[src/rtl/i2c_reg_bank.sv]
// i2c_reg_bank: pointer-addressed register file behind the rover's I2C slave (address 0x55).
// Registers 0..NUM_RW-1 are read/write control bytes driven to the fabric; registers
// NUM_RW..NUM_REGS-1 read back a snapshot of status_in taken at each (repeated) start.
module i2c_reg_bank #(
  parameter int NUM_RW = 8,
  parameter int NUM_RO = 8
) (
  input  logic                sclk,
  input  logic                rst,
  input  logic                i2c_start,
  input  logic                i2c_stop,
  input  logic                rx_valid,
  input  logic [7:0]          rx_data,
  input  logic                tx_req,
  output logic [7:0]          tx_data,
  output logic                tx_valid,
  input  logic [8*NUM_RO-1:0] status_in,
  output logic [8*NUM_RW-1:0] ctrl_out,
  output logic [NUM_RW-1:0]   wr_strobe,
  output logic                proto_err
);

  localparam int NUM_REGS = NUM_RW + NUM_RO;
  localparam int ADDR_W   = $clog2(NUM_REGS);

  typedef enum logic [1:0] {
    IDLE = 2'd0,
    PTR  = 2'd1,
    DATA = 2'd2
  } state_t;

  state_t            state;
  state_t            state_nxt;
  logic [ADDR_W-1:0] ptr;
  logic [ADDR_W-1:0] ptr_nxt;
  logic [7:0]        ctrl [NUM_RW];
  logic [7:0]        snap [NUM_RO];
  logic [7:0]        rd_byte;
  logic              ptr_is_rw;
  logic              rx_take;
  logic              do_ptr;
  logic              do_data;
  logic              do_wr;
  logic              do_err;

  assign ptr_is_rw = ({1'b0, ptr} < (ADDR_W+1)'(NUM_RW));

  // Read mux: live control byte or status snapshot selected by ptr.
  always_comb begin
    rd_byte = 8'h00;
    for (int i = 0; i < NUM_RW; i++) begin
      if (ptr == ADDR_W'(i)) begin
        rd_byte = ctrl[i];
      end else begin
        rd_byte = rd_byte;
      end
    end
    for (int k = 0; k < NUM_RO; k++) begin
      if (ptr == ADDR_W'(NUM_RW + k)) begin
        rd_byte = snap[k];
      end else begin
        rd_byte = rd_byte;
      end
    end
  end

  // Event decode: start drops rx bytes, tx_req beats rx_valid, IDLE ignores rx bytes.
  always_comb begin
    rx_take = rx_valid && !i2c_start && (state != IDLE);
    do_ptr  = rx_take && !tx_req && (state == PTR);
    do_data = rx_take && !tx_req && (state == DATA);
    do_wr   = do_data && ptr_is_rw;
    do_err  = (rx_take && tx_req) || (do_data && !ptr_is_rw);
    if (do_ptr) begin
      ptr_nxt = ADDR_W'(rx_data);
    end else if (tx_req || do_data) begin
      ptr_nxt = ptr + ADDR_W'(1);
    end else begin
      ptr_nxt = ptr;
    end
  end

  // Next-state logic: start beats stop, stop applies after the cycle's byte is handled.
  always_comb begin
    state_nxt = state;
    if (i2c_start) begin
      state_nxt = PTR;
    end else if (i2c_stop) begin
      state_nxt = IDLE;
    end else begin
      case (state)
        IDLE:    state_nxt = IDLE;
        PTR:     state_nxt = (tx_req || rx_valid) ? DATA : PTR;
        DATA:    state_nxt = DATA;
        default: state_nxt = IDLE;
      endcase
    end
  end

  // State register.
  always_ff @(posedge sclk or posedge rst) begin
    if (rst) begin
      state <= IDLE;
    end else begin
      state <= state_nxt;
    end
  end

  // Datapath registers: pointer, control bytes, snapshot and all registered outputs.
  always_ff @(posedge sclk or posedge rst) begin
    if (rst) begin
      ptr       <= '0;
      tx_data   <= 8'h00;
      tx_valid  <= 1'b0;
      proto_err <= 1'b0;
      wr_strobe <= '0;
      for (int i = 0; i < NUM_RW; i++) ctrl[i] <= 8'h00;
      for (int k = 0; k < NUM_RO; k++) snap[k] <= 8'h00;
    end else begin
      ptr       <= ptr_nxt;
      tx_valid  <= tx_req;
      proto_err <= do_err;
      if (tx_req) begin
        tx_data <= rd_byte;
      end
      for (int i = 0; i < NUM_RW; i++) begin
        wr_strobe[i] <= do_wr && (ptr == ADDR_W'(i));
        if (do_wr && (ptr == ADDR_W'(i))) begin
          ctrl[i] <= rx_data;
        end
      end
      if (i2c_start) begin
        for (int k = 0; k < NUM_RO; k++) snap[k] <= status_in[8*k +: 8];
      end
    end
  end

  // Flatten the control bytes onto the fabric bus.
  always_comb begin
    ctrl_out = '0;
    for (int i = 0; i < NUM_RW; i++) ctrl_out[8*i +: 8] = ctrl[i];
  end

endmodule

[config.mk]
export PLATFORM = sky130hd
export DESIGN_NAME = i2c_reg_bank
export DESIGN_NICKNAME = d
export VERILOG_FILES = /design/src/rtl/i2c_reg_bank.sv
export SDC_FILE = /design/constraint.sdc
export NUM_CORES = 1
export LEC_CHECK = 0
export CAP_MARGIN = 20
export CORE_MARGIN = 5
export CORE_UTILIZATION = 55
export CTS_CLUSTER_DIAMETER = 200
export DETAILED_ROUTE_END_ITERATION = 8
export HOLD_SLACK_MARGIN = 0.03
export PLACE_DENSITY = 0.86
export SYNTH_ARGS = -nofsm -noshare
export SYNTH_HDL_FRONTEND = slang
export SYNTH_SLANG_ARGS = --single-unit
[constraint.sdc]
create_clock -name sclk -period 10 [get_ports sclk]
set_input_delay 2 -clock sclk [delete_from_list [all_inputs] [get_ports sclk]]
set_output_delay 2 -clock sclk [all_outputs]
set_load 0.03 [all_outputs]
Yosys cells after proc, flatten, opt, wreduce, memory -nomap -nowiden
Cells that the tools add are included.
- flip-flop bits (word level): 152
- bits of input ports: 78
- output and inout port bits: 82
- logic and storage cells: 88
- add/sub/neg operators: 1
- $lt $le $gt $ge: 1
- equal/unequal tests: 17
- multiplexer cells: 22
- reduce and logical (&&, ||, !) cells: 25
- operator list (kind ; count):
    8-bit two-way mux ; 16
    4-bit == test (second input constant) ; 8
    4-bit by 3-bit == test with 1-bit output (second input constant) ; 4
    1-bit logical AND ; 16
    4-bit by 2-bit == test with 1-bit output (second input constant) ; 2
    4-bit two-way mux ; 2
    2-bit two-way mux ; 3
    4-bit by 1-bit adder with 4-bit output (second input constant) ; 1
    4-bit by 1-bit == test with 1-bit output (second input constant) ; 1
    4-bit zero test ; 1
    4-bit less-than comparator (second input constant) ; 1
    2-bit case mux with 2 select lines ; 1
    2-bit nonzero test ; 2
    1-bit zero test ; 3
    1-bit logical OR ; 3
    2-bit by 1-bit == test with 1-bit output (second input constant) ; 1
    2-bit == test (second input constant) ; 1

Logic depth before layout (Yosys ltp)
- depth after elaboration: 17
- depth in mapped cells: 9
- gate-level depth less buffers: 7

Worst setup path after synthesis
Ideal clock, no wire load.
- path kind: input-to-reg
- start: in tx_req
- end: reg ctrl, in the netlist ctrl_out[0]
- library setup time: 0.125 ns
- arrival: 3.187 ns
- required time: 9.875 ns
- path slack: 6.688 ns
- stages: 5
- buffers on the path: 1
- path through: buf_2 > inv_1 > nand3_2 > nor4b_4 > mux2_2
- word-level cells in the longest chain between the ends: 5
- ends and longest elaborated chain (item ; RTL line ; source):
    from (decl) ; 14 ; input logic tx_req,
    1-bit zero test ; 71 ; do_data = rx_take && !tx_req && (state == DATA);
    1-bit logical AND (2 in a row) ; 71 ;
    1-bit logical AND ; 72 ; do_wr = do_data && ptr_is_rw;
    1-bit logical AND ; 128 ; if (do_wr && (ptr == ADDR_W'(i))) begin
    to (signal, indexed assignment) ; 129 ; ctrl[i] <= rx_data;
    to (decl) ; 36 ; logic [7:0] ctrl [NUM_RW];
Every way passes these cells.
A chain may end at the register's enable or synchronous reset.

Worst setup path after layout
- start: in tx_req
- end: reg ctrl, in the netlist ctrl_out[6]
Same word-level chain as after synthesis.

==> out/metrics.yaml <==
slew_headroom: 0.261
synth_fa_ha_area_frac: 0.0120
routed_wl_um: 22000
path_clk_slew_ns: 0.05
period_share: 0.440
n_antenna_cell: 0
grt_pass1_wl_um: 35100
fp.coreArea_um2: 13100
synthesis.area_um2: 7330
synth_top_family_by_area: "multiplexers"
power.total_mw: 2.14
grt_setup_unrepaired: "false"
die_x_um: 125
avgSynthCellArea_um2: 11.5
synth-xor-area-share: 0.00359
rows: 42
synth_compound_area_frac: 0.152
whs_ns: 0.504
syn_nets: 721
place_hpwl_um: 15200
ys_types: 57
ys_seq_elements: 152
fin_crit_ns: 4.40
finClkSkew_ns: 0.00529
setup_violations: 0
fmax_mhz: 227
final_layout_size_suffix_gt1_frac: 0.215
critPathMaxFanout: 20
die_y_um: 125
dieArea_um2: 15700
cts.sinks: 152
via_count: 6053
wire_per_inst_um: 22.7
clock_path_buffers: 2
synth_edf_count: 0
clkLatencyLatePin_ns: 0.43
synthTopCellsByArea: "dfrtp_1 (52%), mux2_2 (18%), a21oi_1 (3.0%)"
synth_top_area_frac: 0.519
port_buffers: 159
irDropWorstVdd_mv: 0.131
routabilityCongestion: 0.911
ios: 160
tightest_slew_ns: 1.11
cts_hold_buf: 0
overflow: 0
grt_max_degree: 91
ctsResizeCount: 0
cts_setup_buffers: 0
root_buffer: "clkbuf_16"
hold_path_class: "register to register"
criticalPathCategory: "input pin to register"
synth_flop_cell: "dfrtp_1"
synthCells: 636
first_global_vias: 6282
p_leak_nw: 4.14
fin_nets: 863
slew_viol_final: 0
critPathArrivalTime_ns: 4.71
status: "complete, no violations"
first_pass_iters: 5
area_delta_synth_final_pct: 30.1
start_util: 0.558
synthMuxAreaShare: 0.184
cap_viol_max_count: 0
cp-end-kind: "register"
cts_tree: "yes"
grt_usage: 0.284
drc: 0
viasPerCell: 6.27
yosys_warnings: 0
cp.required_ns: 10.31
synth-simple-area-share: 0.0890
tns_ns: 0
timing_hold_violations_final: 0
htree_levels: 4
synthArstFlopShare: 1.00
first_iter_violations: 756
yosysSeqAreaShare: 0.519
ant_nets: 0
cts_made_buffers: 17
p_per_area_nw_per_um2: 224
synth_top_area_cell: "dfrtp_1"
final_util: 0.726
antenna_found_initial: 0
startpoint_type: "input pin"
-- final timing paths --
kind,start,cells after the start,to,slack (ns)
worst max-delay path,tx_req,5,ctrl_out[6],5.60
worst min-delay path,snap[33],1,snap[33],0.50
worst max register to register,ptr[0],8,tx_data[7],6.94
worst min register to register,snap[33],1,snap[33],0.50
max in group asynchronous,rst,3,snap[30],6.58
min in group asynchronous,rst,2,snap[37],2.11
-- synth_stat cells, drive strengths merged (7+ instances only) --
cell	n
a21oi	44
a221oi	9
a31oi	13
buf	28
clkbuf	16
dfrtp	152
ha	7
inv	25
mux2	119
nand2	33
nand3	12
nand3b	7
nor2	20
nor2b	9
o21ai	40
o221ai	13
-- registers in the layout (all words and copies together) (netlist names) --
| register | count |
|---|---|
| ptr | 4 |
| state | 2 |
| proto_err | 1 |
| wr_strobe | 8 |
| ctrl_out | 64 |
| tx_data | 8 |
| snap | 64 |
| tx_valid | 1 |
-- stage by stage --
stage,setup slack [ns],std cells,area (µm²)
2_1_floorplan,3.91,636,7330
3_3_place_gp,5.41,935,9000
3_5_place_dp,5.30,935,9000
4_1_cts,5.71,966,9530
5_1_grt,5.49,966,9530
6_report,5.60,966,9530
-- cells in the final DEF (no fill, tap or decap), drive strengths merged, types with 3 or more instances in the layout --
cell           instances
o221a                  3
or2                    4
nand3b                 7
nand2b                 6
dfrtp                152
ha                     7
a22o                   3
a22oi                  4
a21o                   5
o22ai                  4
a31oi                 13
o21ai                 40
buf                    9
nor2b                  9
clkdlybuf4s50        158
nor3                   6
or3                    6
nor4b                  3
inv                   25
o221ai                13
nor2                  20
a221o                  6
nand2                 33
nand4                  4
a221oi                 9
o211ai                 3
nand3                 12
clkbuf                28
o21a                   4
a21oi                 44
mux2                 119
-- layout make-up --
| class | count | area [µm²] |
|---|---|---|
| Timing Repair Buffer | 167 | 1650 |
| Multi-Input combinational cell | 415 | 3230 |
| Inverter | 25 | 98.8 |
| Clock inverter | 3 | 40.0 |
| Fill cell | 885 | 3600 |
| Tap cell | 176 | 220 |
| Clock buffer | 28 | 497 |
| Sequential cell | 152 | 3800 |
-- power breakdown --
part	total [mW]	leakage [nW]	switching [mW]	internal, mW
registers	0.708	1.95	0.0389	0.669
logic	0.832	1.93	0.529	0.304
clock network	0.595	0.262	0.235	0.360
-- critical path, cell delays in order --
cell	delay [ns]
clkdlybuf4s50_1	0.81
inv_1	0.57
nand3_2	0.21
nor4b_4	0.69
mux2_2	0.42
-- logic make-up (layout without fill, tap and decap cells) --
group | after synthesis | count (layout)
AO/OA/AOI/OAI | 168 | 168
flip-flops | 152 | 152
multiplexers | 120 | 120
AND/OR/NAND/NOR | 117 | 117
buffers and inverters | 69 | 223
adder cells (fa/ha/maj) | 7 | 7
XOR/XNOR | 3 | 3
-- metal layers --
layer	wire, µm	vias up	track usage
met5	0	-	0
met4	666	0	0.119
met3	1640	55	0.0542
met2	10800	312	0.454
met1	8860	3066	0.381
li1	-	2620	-
No activity file was read; power rests on OpenSTA's default activity.
